`config.mk`:
```
export PLATFORM = sky130hd
export DESIGN_NAME = crt_register_file
export DESIGN_NICKNAME = d
export VERILOG_FILES = /design/src/rtl/crt_pkg.sv /design/src/rtl/crt_edge_detect.sv /design/src/rtl/crt_register_file.sv
export SDC_FILE = /design/constraint.sdc
export NUM_CORES = 1
export LEC_CHECK = 0
export ABC_AREA = 1
export BUFFER_PORTS_ARGS = -buffer_cell sky130_fd_sc_hd__buf_2
export CAP_MARGIN = 10
export CORE_ASPECT_RATIO = 1.4
export CORE_MARGIN = 2
export CORE_UTILIZATION = 55
export DETAILED_ROUTE_END_ITERATION = 6
export PLACE_DENSITY = 0.78
export SYNTH_ARGS = -nofsm -noshare
export SYNTH_HDL_FRONTEND = slang
export SYNTH_SLANG_ARGS = --single-unit
```
`constraint.sdc`:
```
create_clock -name clk -period 3.4 [get_ports clk]
set_input_delay 0.17 -clock clk [delete_from_list [all_inputs] [get_ports clk]]
set_output_delay 0.17 -clock clk [all_outputs]
set_load 0.005 [all_outputs]
```
`src/rtl/crt_pkg.sv`:
```
// crt_pkg: register indices, field widths and class masks for the CRTC register file
package crt_pkg;
  localparam int DATA_W = 8;
  localparam int NREGS = 16;
  localparam int R_HTOTAL = 0, R_HDISP = 1, R_HSYNC = 2, R_SYNCW = 3;
  localparam int R_VTOTAL = 4, R_VADJ = 5, R_VDISP = 6, R_VSYNC = 7;
  localparam int R_MODE = 8, R_MAXSCAN = 9, R_CURSTART = 10, R_CUREND = 11;
  localparam int R_STARTHI = 12, R_STARTLO = 13, R_CURHI = 14, R_CURLO = 15;
  localparam int W_HTOTAL = 8, W_HDISP = 8, W_HSYNC = 8, W_SYNCW = 8;
  localparam int W_VTOTAL = 7, W_VADJ = 5, W_VDISP = 7, W_VSYNC = 7;
  localparam int W_MODE = 2, W_MAXSCAN = 5, W_CURSTART = 7, W_CUREND = 5;
  localparam int W_STARTHI = 6, W_STARTLO = 8, W_CURHI = 6, W_CURLO = 8;
  localparam int REG_W [NREGS] = '{W_HTOTAL, W_HDISP, W_HSYNC, W_SYNCW, W_VTOTAL, W_VADJ,
                                  W_VDISP, W_VSYNC, W_MODE, W_MAXSCAN, W_CURSTART, W_CUREND,
                                  W_STARTHI, W_STARTLO, W_CURHI, W_CURLO};
  localparam logic [NREGS-1:0] STAGED_MASK = 16'h33FF;
  localparam logic [NREGS-1:0] READABLE_MASK = 16'hF000;
  function automatic logic is_one_hot(input logic [NREGS-1:0] v);
    return (v != '0) && ((v & (v - 16'd1)) == '0);
  endfunction
  function automatic logic [DATA_W-1:0] width_mask(input int w);
    return DATA_W'((9'd1 << w) - 9'd1);
  endfunction
endpackage

```
`src/rtl/crt_edge_detect.sv`:
```
// crt_edge_detect: registered rising-edge detector; a level held high through reset never fires
module crt_edge_detect (
  input  logic clk,
  input  logic rst,
  input  logic in,
  output logic pulse
);
  logic prev_q, prev_d, armed_q, armed_d;
  always_comb begin
    prev_d = in;
    armed_d = armed_q | ~in;
  end
  always_ff @(posedge clk) begin
    if (rst) begin
      prev_q <= 1'b0;
      armed_q <= 1'b0;
    end else begin
      prev_q <= prev_d;
      armed_q <= armed_d;
    end
  end
  assign pulse = in & ~prev_q & armed_q;
endmodule

```
`src/rtl/crt_register_file.sv`:
```
// crt_register_file: CRTC R0-R15 with edge-qualified host access and frame-boundary commit
module crt_register_file
  import crt_pkg::*;
#(
  parameter int DATA_WIDTH = 8,
  parameter int NUM_REGS = 16
) (
  input  logic                  clk,
  input  logic                  rst,
  input  logic [NUM_REGS-1:0]   sel,
  input  logic                  wr,
  input  logic                  rd,
  input  logic [DATA_WIDTH-1:0] din,
  input  logic                  frame_end,
  output logic [DATA_WIDTH-1:0] dout,
  output logic                  rd_valid,
  output logic                  commit_pending,
  output logic                  sel_err,
  output logic [7:0]            h_total,
  output logic [7:0]            h_disp,
  output logic [7:0]            h_sync_pos,
  output logic [7:0]            sync_width,
  output logic [6:0]            v_total,
  output logic [4:0]            v_adj,
  output logic [6:0]            v_disp,
  output logic [6:0]            v_sync_pos,
  output logic [1:0]            mode,
  output logic [4:0]            max_scan,
  output logic [6:0]            cur_start,
  output logic [4:0]            cur_end,
  output logic [13:0]           start_addr,
  output logic [13:0]           cur_addr
);
  logic [DATA_WIDTH-1:0] shadow_q [NUM_REGS], shadow_d [NUM_REGS];
  logic [DATA_WIDTH-1:0] active_q [NUM_REGS], active_d [NUM_REGS];
  logic [DATA_WIDTH-1:0] dout_q, dout_d, rd_data;
  logic rd_valid_q, rd_valid_d, pending_q, pending_d, sel_err_q, sel_err_d;
  logic wr_ev, rd_ev, one_hot, staged_wr;
  crt_edge_detect u_wr_edge (.clk(clk), .rst(rst), .in(wr), .pulse(wr_ev));
  crt_edge_detect u_rd_edge (.clk(clk), .rst(rst), .in(rd), .pulse(rd_ev));
  assign one_hot = is_one_hot(sel);
  assign staged_wr = wr_ev & one_hot & |(sel & STAGED_MASK);
  always_comb begin
    rd_data = '0;
    for (int i = 0; i < NUM_REGS; i++) begin
      // Staged registers commit from shadow_d so a write landing on frame_end is included
      shadow_d[i] = !STAGED_MASK[i] ? '0 :
                    (wr_ev && one_hot && sel[i]) ? din & DATA_WIDTH'(width_mask(REG_W[i])) : shadow_q[i];
      active_d[i] = STAGED_MASK[i] ? (frame_end ? shadow_d[i] : active_q[i]) :
                    (wr_ev && one_hot && sel[i]) ? din & DATA_WIDTH'(width_mask(REG_W[i])) : active_q[i];
      rd_data = rd_data | ((sel[i] && READABLE_MASK[i]) ? active_q[i] : '0);
    end
    dout_d = rd_ev ? (one_hot ? rd_data : '0) : dout_q;
    rd_valid_d = rd_ev;
    pending_d = frame_end ? 1'b0 : (pending_q | staged_wr);
    sel_err_d = sel_err_q | ((wr_ev | rd_ev) & (sel != '0) & ~one_hot);
  end
  always_ff @(posedge clk) begin
    if (rst) begin
      for (int i = 0; i < NUM_REGS; i++) begin
        shadow_q[i] <= '0;
        active_q[i] <= '0;
      end
      dout_q <= '0;
      rd_valid_q <= 1'b0;
      pending_q <= 1'b0;
      sel_err_q <= 1'b0;
    end else begin
      shadow_q <= shadow_d;
      active_q <= active_d;
      dout_q <= dout_d;
      rd_valid_q <= rd_valid_d;
      pending_q <= pending_d;
      sel_err_q <= sel_err_d;
    end
  end
  assign dout = dout_q;
  assign rd_valid = rd_valid_q;
  assign commit_pending = pending_q;
  assign sel_err = sel_err_q;
  assign h_total = active_q[R_HTOTAL][7:0];
  assign h_disp = active_q[R_HDISP][7:0];
  assign h_sync_pos = active_q[R_HSYNC][7:0];
  assign sync_width = active_q[R_SYNCW][7:0];
  assign v_total = active_q[R_VTOTAL][6:0];
  assign v_adj = active_q[R_VADJ][4:0];
  assign v_disp = active_q[R_VDISP][6:0];
  assign v_sync_pos = active_q[R_VSYNC][6:0];
  assign mode = active_q[R_MODE][1:0];
  assign max_scan = active_q[R_MAXSCAN][4:0];
  assign cur_start = active_q[R_CURSTART][6:0];
  assign cur_end = active_q[R_CUREND][4:0];
  assign start_addr = {active_q[R_STARTHI][5:0], active_q[R_STARTLO][7:0]};
  assign cur_addr = {active_q[R_CURHI][5:0], active_q[R_CURLO][7:0]};
endmodule

```
==> results of run 1 <==
==> logic make-up (layout without fill, tap and decap cells) <==
| kind of cell | count (synthesis) | in the layout | synth area share, % |
|---|---|---|---|
| compound gates | 167 | 167 | 9.60 |
| buf+inv | 360 | 374 | 20.5 |
| flops | 203 | 203 | 44.8 |
| simple gates | 473 | 473 | 25.1 |
==> stage by stage <==
stage | power [mW] | area, um2 | util [%] | hold slack (ps)
6_report | 5.05 | 9710 | 60.0 | 29.4
5_1_grt | 5.21 | 9710 | 60.0 | 29.1
4_1_cts | 5.08 | 9710 | 60.0 | 13.4
3_5_place_dp | 2.80 | 8950 | 55.3 | 371
3_3_place_gp | 2.79 | 8950 | 55.3 | 369
2_1_floorplan | 2.73 | 9070 | - | 266
==> Yosys cell counts, types with 2 or more instances <==
cell type and number:
nand3_1 85, nor3_1 2, inv_1 174, o2111ai_1 6
nor2_2 6, clkbuf_1 43, o21ai_1 5, nand3_2 6
nor2_1 100, nand2_1 178, o221ai_1 2, a21oi_1 117
buf_4 111, nand4_1 81, buf_6 6, dfxtp_1 203
nand2_2 3, a22oi_1 2, nand3_4 6, buf_2 15
clkinv_1 2, nor2_4 4, inv_2 2, buf_1 5
o21ai_0 35
==> worst max-delay path: stages <==
cell and delay (ps):
dlygate4sd3_1 520, buf_2 110, inv_1 50, nor3_2 410, buf_4 520, nand3_2 240, nand2_1 110, nand3_1 130
a21oi_1 160
==> cells in the final DEF, fill, tap and decap left out, drive strengths merged <==
cell type and instances:
nand3 97, o21ai 40, nor4 1, a21oi 117, dfxtp 203, o2111ai 6
nor2 111, buf 154, nand4 81, clkinvlp 1, o221ai 2, nand2 181
bufinv 4, clkbuf 22, a22oi 2, inv 177, dlygate4sd3 9, nor3 2
clkinv 7
==> registers in the layout, indices dropped and copies added (netlist names), 2 cells and up <==
signal	count
cur_addr	14
shadow_q	81
active_q	2
cur_start	7
h_sync_pos	8
v_adj	5
sync_width	8
v_disp	7
max_scan	5
mode	2
start_addr	14
h_total	8
v_sync_pos	7
v_total	7
cur_end	5
h_disp	8
dout	8
==> final cells by class <==
cell class	count	area [um2]	area share, %
clock buffers	22	517	5.32
clock inverters	11	158	1.62
inverters	178	668	6.88
multi-input cells	640	3160	32.5
flip-flops and latches	203	4060	41.9
well taps	199	249	2.56
repair buffers	163	898	9.25
==> metal layers <==
metal	track usage [%]	vias to the layer above
met2	40.2	261
met5	0	-
met4	11.1	0
met1	29.8	3466
met3	3.65	63
li1	-	3740
==> repair_timing <==
action / CTS / global route
hold buffers: 9 / 0
endpoints found under the hold margin: 12 / 0
endpoints found under the setup margin: 0 / 0
==> worst max path at each step <==
stage,depth (start not counted),slack [ps],startpoint,end
after floorplan,15,1670,sel[14],v_disp[0]$_SDFFE_PP0P_
after global placement,13,1060,sel[2],v_disp[0]$_SDFFE_PP0P_
after detailed placement,15,1050,sel[0],v_disp[0]$_SDFFE_PP0P_
after CTS,9,1380,wr,v_disp[0]$_SDFFE_PP0P_
after global routing,9,1200,wr,v_sync_pos[4]$_SDFFE_PP0P_
final,9,1370,wr,v_disp[0]$_SDFFE_PP0P_
==> power by group <==
part	total [mW]	leakage [nW]	internal, mW	switching, mW
Combinational	0.306	2.87	0.0910	0.215
Sequential	2.45	1.65	2.42	0.0250
Clock	2.29	0.336	1.39	0.899
Total	5.05	4.86	3.91	1.14
==> results.py, run 1 <==
metrics = {
    "hold_path": {
        "min_path_cells": 3,
        "hold_start": "din[7]",
        "min_to": "cur_addr[7]$_SDFFE_PP0P_",
        "hp-class": "input pin to flop",
    },
    "route": {
        "finalWirelength_mm": 21.6,
        "wirelength_met1_mm": 8.86,
        "ant_nets": 0,
        "drt_iter0_drc": 426,
        "dr.pass1.iters": 4,
        "drc": 0,
        "viasPerCell": 5.32,
        "wl_met2_mm": 10.4,
        "wl_met3_mm": 1.44,
        "top_layer": "met4",
        "avgRoutedWirePerCell_um": 15.2,
        "routed-via-count": 7530,
    },
    "place": {
        "hpwlAfterDp_mm": 13.6,
        "placedCellCount": 1374,
        "gp_congestion": 0.846,
        "pre_cts_slack_ps": 1050,
        "io_buffers": 144,
    },
    "grt": {
        "overflow": 0,
        "track_usage_pct": 23.8,
        "antenna_found_initial": 0,
        "grt_max_degree": 80,
        "grt_pass1_vias": 6929,
        "grt_pass1_wl_mm": 34.3,
    },
    "synth": {
        "synth_cells": 1203,
        "synth.ff_latch_count": 203,
        "synth.distinct_cells": 29,
        "synth-edff-count": 0,
        "synthTopCellsByArea": "dfxtp_1, buf_4, nand2_1",
        "yosysTopAreaCell": "dfxtp_1",
        "yosysSeqAreaShare_pct": 44.8,
        "synthFlopType": "dfxtp_1",
        "syn_nets": 1232,
        "async_reset_ff_share_pct": 0,
        "yosysWarnings": 0,
        "avgSynthCellArea_um2": 7.54,
        "synth_top_area_share_pct": 44.8,
        "post_synth_instance_area_um2": 9070,
    },
    "critical_path": {
        "worst-path-max-fanout": 46,
        "critPathLaunchType": "input pin",
        "critPathCaptureType": "flop",
        "path_class": "input pin to flop",
        "ff2ff_path_depth": 6,
        "cp.arrival_ps": 2440,
        "critical_path_required_ps": 3810,
        "reg2reg_slack_ps": 1400,
        "r2r_start": "u_wr_edge.prev_q$_SDFF_PP0_",
        "regToRegEndpoint": "v_disp[0]$_SDFFE_PP0P_",
    },
    "sta": {
        "min_period_over_period_pct": 59.8,
        "setup_viol": 0,
        "relSlewSlack_pct": 40.1,
        "worstMarginPinSlew_ps": 899,
        "rsz0062_at_grt": "no",
        "hold_viol_final": 0,
        "fmax_ghz": 0.492,
        "post-route-worst-setup-slack_ps": 1370,
        "min_period_ps": 2030,
        "fin_skew_ps": 8.18,
        "finalSetupTns_ps": 0,
        "drv_slew": 0,
    },
    "power_and_ir_drop": {
        "power.leakage_nw": 4.86,
        "powerDensity_nw_per_um2": 520,
        "ir_drop_v": 0.000452,
    },
    "clocking": {
        "htree_levels": 1,
        "cts_root_buffer": "clkbuf_16",
        "post_cts_resized": 0,
        "path_clk_slew_ps": 70,
        "clock_latency_ps": 480,
        "cts_made_buffers": 19,
        "cts_sinks": 203,
        "cts_buffer_depth": 3,
        "cts_tree": "built",
        "postCtsSetupRepairBufs": 0,
    },
    "floorplanning": {
        "fp.dieW_um": 113,
        "start_util_pct": 56.1,
        "rows": 55,
        "core-area_um2": 16200,
        "ios": 145,
        "die_area_um2": 17600,
        "fp.dieH_um": 156,
    },
    "finish": {
        "drive_gt1_share_pct": 17.9,
        "fin_nets": 1234,
        "n_fill_cell": 1493,
        "final_cell_count_no_fill": 1416,
        "n_antenna_cell": 0,
        "area_growth_pct": 7.03,
    },
    "job": {
        "cap_violations": 0,
    },
    "run_status": {
        "status": "complete, no violations",
    },
}
Power figures use the tool's default switching activity.
==> run 2, diff against run 1 <==
==> constraint.sdc (replaced) <==
create_clock -name clk -period 1.9 [get_ports clk]
set_input_delay 0.095 -clock clk [delete_from_list [all_inputs] [get_ports clk]]
set_output_delay 0.095 -clock clk [all_outputs]
set_load 0.005 [all_outputs]
==> results.py, run 2 (same netlist as run 1, synthesis figures left out) <==
metrics = {
    "sta": {
        "fmax_ghz": 0.615,
        "min_period_ps": 1630,
        "min_period_over_period_pct": 85.6,
        "worstMarginPinSlew_ps": 606,
        "fin_skew_ps": 8.93,
        "drv_slew": 0,
        "relSlewSlack_pct": 59.5,
        "whs_ps": 88.3,
        "rsz0062_at_grt": "no",
        "setup_viol": 0,
        "hold_viol_final": 0,
        "finalSetupTns_ps": 0,
    },
    "grt": {
        "grt_max_degree": 80,
        "antenna_found_initial": 0,
        "grt_pass1_wl_mm": 34.9,
        "track_usage_pct": 24.2,
        "overflow": 0,
        "grt_pass1_vias": 7014,
    },
    "clocking": {
        "cts_root_buffer": "clkbuf_16",
        "cts_buffer_depth": 3,
        "postCtsSetupRepairBufs": 0,
        "cts_made_buffers": 19,
        "hold_buffers": 10,
        "clock_latency_ps": 480,
        "post_cts_resized": 0,
        "htree_levels": 1,
        "path_clk_slew_ps": 60,
        "cts_sinks": 203,
        "cts_tree": "built",
    },
    "finish": {
        "n_fill_cell": 1446,
        "multi_input_area_um2": 3160,
        "fin_nets": 1272,
        "final_cell_mix": "dfxtp_1, nand2_1, inv_1, buf_2, a21oi_1",
        "area_growth_pct": 10.4,
        "drive_gt1_share_pct": 19.6,
        "layout_commonest_cell": "dfxtp_1",
        "seqCellArea_um2": 4060,
        "regMostFlops": "shadow_q",
        "n_antenna_cell": 0,
        "largest_reg_flops": 81,
    },
    "critical_path": {
        "path_cells": "nor3_2 -> buf_12 -> buf_12 -> nand3_2 -> nand2_1 -> nand3_1 -> a21oi_1",
        "startpoint": "u_wr_edge.prev_q$_SDFF_PP0_",
        "cpMaxStageDelayCell": "dfxtp_1",
        "path_class": "flop to flop",
        "worstPathBufferInverterCount": 2,
        "max_stage_delay_ps": 310,
        "cpMostUsedCell": "buf_12",
        "r2r_start": "u_wr_edge.prev_q$_SDFF_PP0_",
        "critPathCaptureType": "flop",
        "worst-path-max-fanout": 36,
        "path_delay_family": "simple AND/OR/NAND/NOR gates",
        "cp.arrival_ps": 2030,
        "critical_path_required_ps": 2310,
        "critPathLaunchType": "flop",
    },
    "floorplanning": {
        "fp.dieH_um": 156,
        "die_area_um2": 17600,
        "ios": 145,
        "start_util_pct": 56.1,
        "rows": 55,
        "core-area_um2": 16200,
        "fp.dieW_um": 113,
    },
    "power_and_ir_drop": {
        "p_int_mw": 6.47,
        "sw_frac_of_total_pct": 23.3,
        "power.leakage_nw": 5.01,
        "clkPwrFrac_pct": 40.8,
        "pwr-share-comb_pct": 7.3,
        "power_switching_mw": 1.97,
        "ir_drop_v": 0.000645,
        "power_mw": 8.44,
        "power_frac_seq_pct": 51.9,
        "powerDensity_nw_per_um2": 843,
    },
    "run_status": {
        "status": "complete, no violations",
    },
    "job": {
        "cap_violations": 0,
    },
    "place": {
        "gp_congestion": 0.864,
        "io_buffers": 144,
        "hpwlAfterDp_mm": 15.1,
    },
    "route": {
        "dr.pass1.iters": 5,
        "ant_nets": 0,
        "avgRoutedWirePerCell_um": 15.1,
        "drc": 0,
        "routed-via-count": 7629,
        "viasPerCell": 5.26,
        "finalWirelength_mm": 22.0,
        "drt_iter0_drc": 459,
    },
    "hold_path": {
        "hp-class": "input pin to flop",
        "hold_start": "sel[11]",
    },
}
-- run 2: final cells by class --
type	instances	share of cell area [%]
tap	199	2.49
clock inverter	2	0.137
clock buffer	28	5.28
inverter	178	6.67
timing repair buffer	201	13.3
sequential	203	40.6
multi-input combinational	640	31.5
-- run 2: through the flow --
stage	utilization, %	cell area, um2	setup WS [ps]	std cells
2_1_floorplan	-	9070	214	1203
3_3_place_gp	58.0	9370	-102	1411
3_5_place_dp	58.0	9370	-147	1411
4_1_cts	61.9	10000	286	1451
5_1_grt	61.9	10000	62.8	1451
6_report	61.9	10000	275	1451
-- run 2: power groups by stage --
| stage | clock [mW] | combinational [mW] | sequential [mW] |
|---|---|---|---|
| 6_report | 3.45 | 0.615 | 4.38 |
| 4_1_cts | 3.51 | 0.612 | 4.38 |
| 3_5_place_dp | 0 | 0.594 | 4.47 |
| 3_3_place_gp | 0 | 0.586 | 4.47 |
| 2_1_floorplan | 0 | 0.411 | 4.47 |
| 5_1_grt | 3.66 | 0.672 | 4.39 |
-- run 2: worst reg2reg max path, stage by stage (launching register included) --
cell and delay (ps):
dfxtp_1 310, nor3_2 240, buf_12 220, buf_12 230, nand3_2 170, nand2_1 90
nand3_1 120, a21oi_1 160
-- run 2: final timing paths --
check | to | slack [ps] | depth (start not counted)
hold reg to reg | rd_valid$_SDFF_PP0_ | 430 | 1
setup / recovery | v_adj[4]$_SDFFE_PP0P_ | 270 | 7
hold / removal | cur_end[2]$_SDFFE_PP0P_ | 90 | 4
setup reg to reg | v_adj[4]$_SDFFE_PP0P_ | 270 | 7
-- run 2: metal layers --
layer	track usage, %	part of all wire [%]	vias up
met4	10.3	3.6	0
met1	30.9	42	3502
li1	-	-	3821
met2	40.9	48	237
met5	0	0	-
met3	3.42	5.6	69
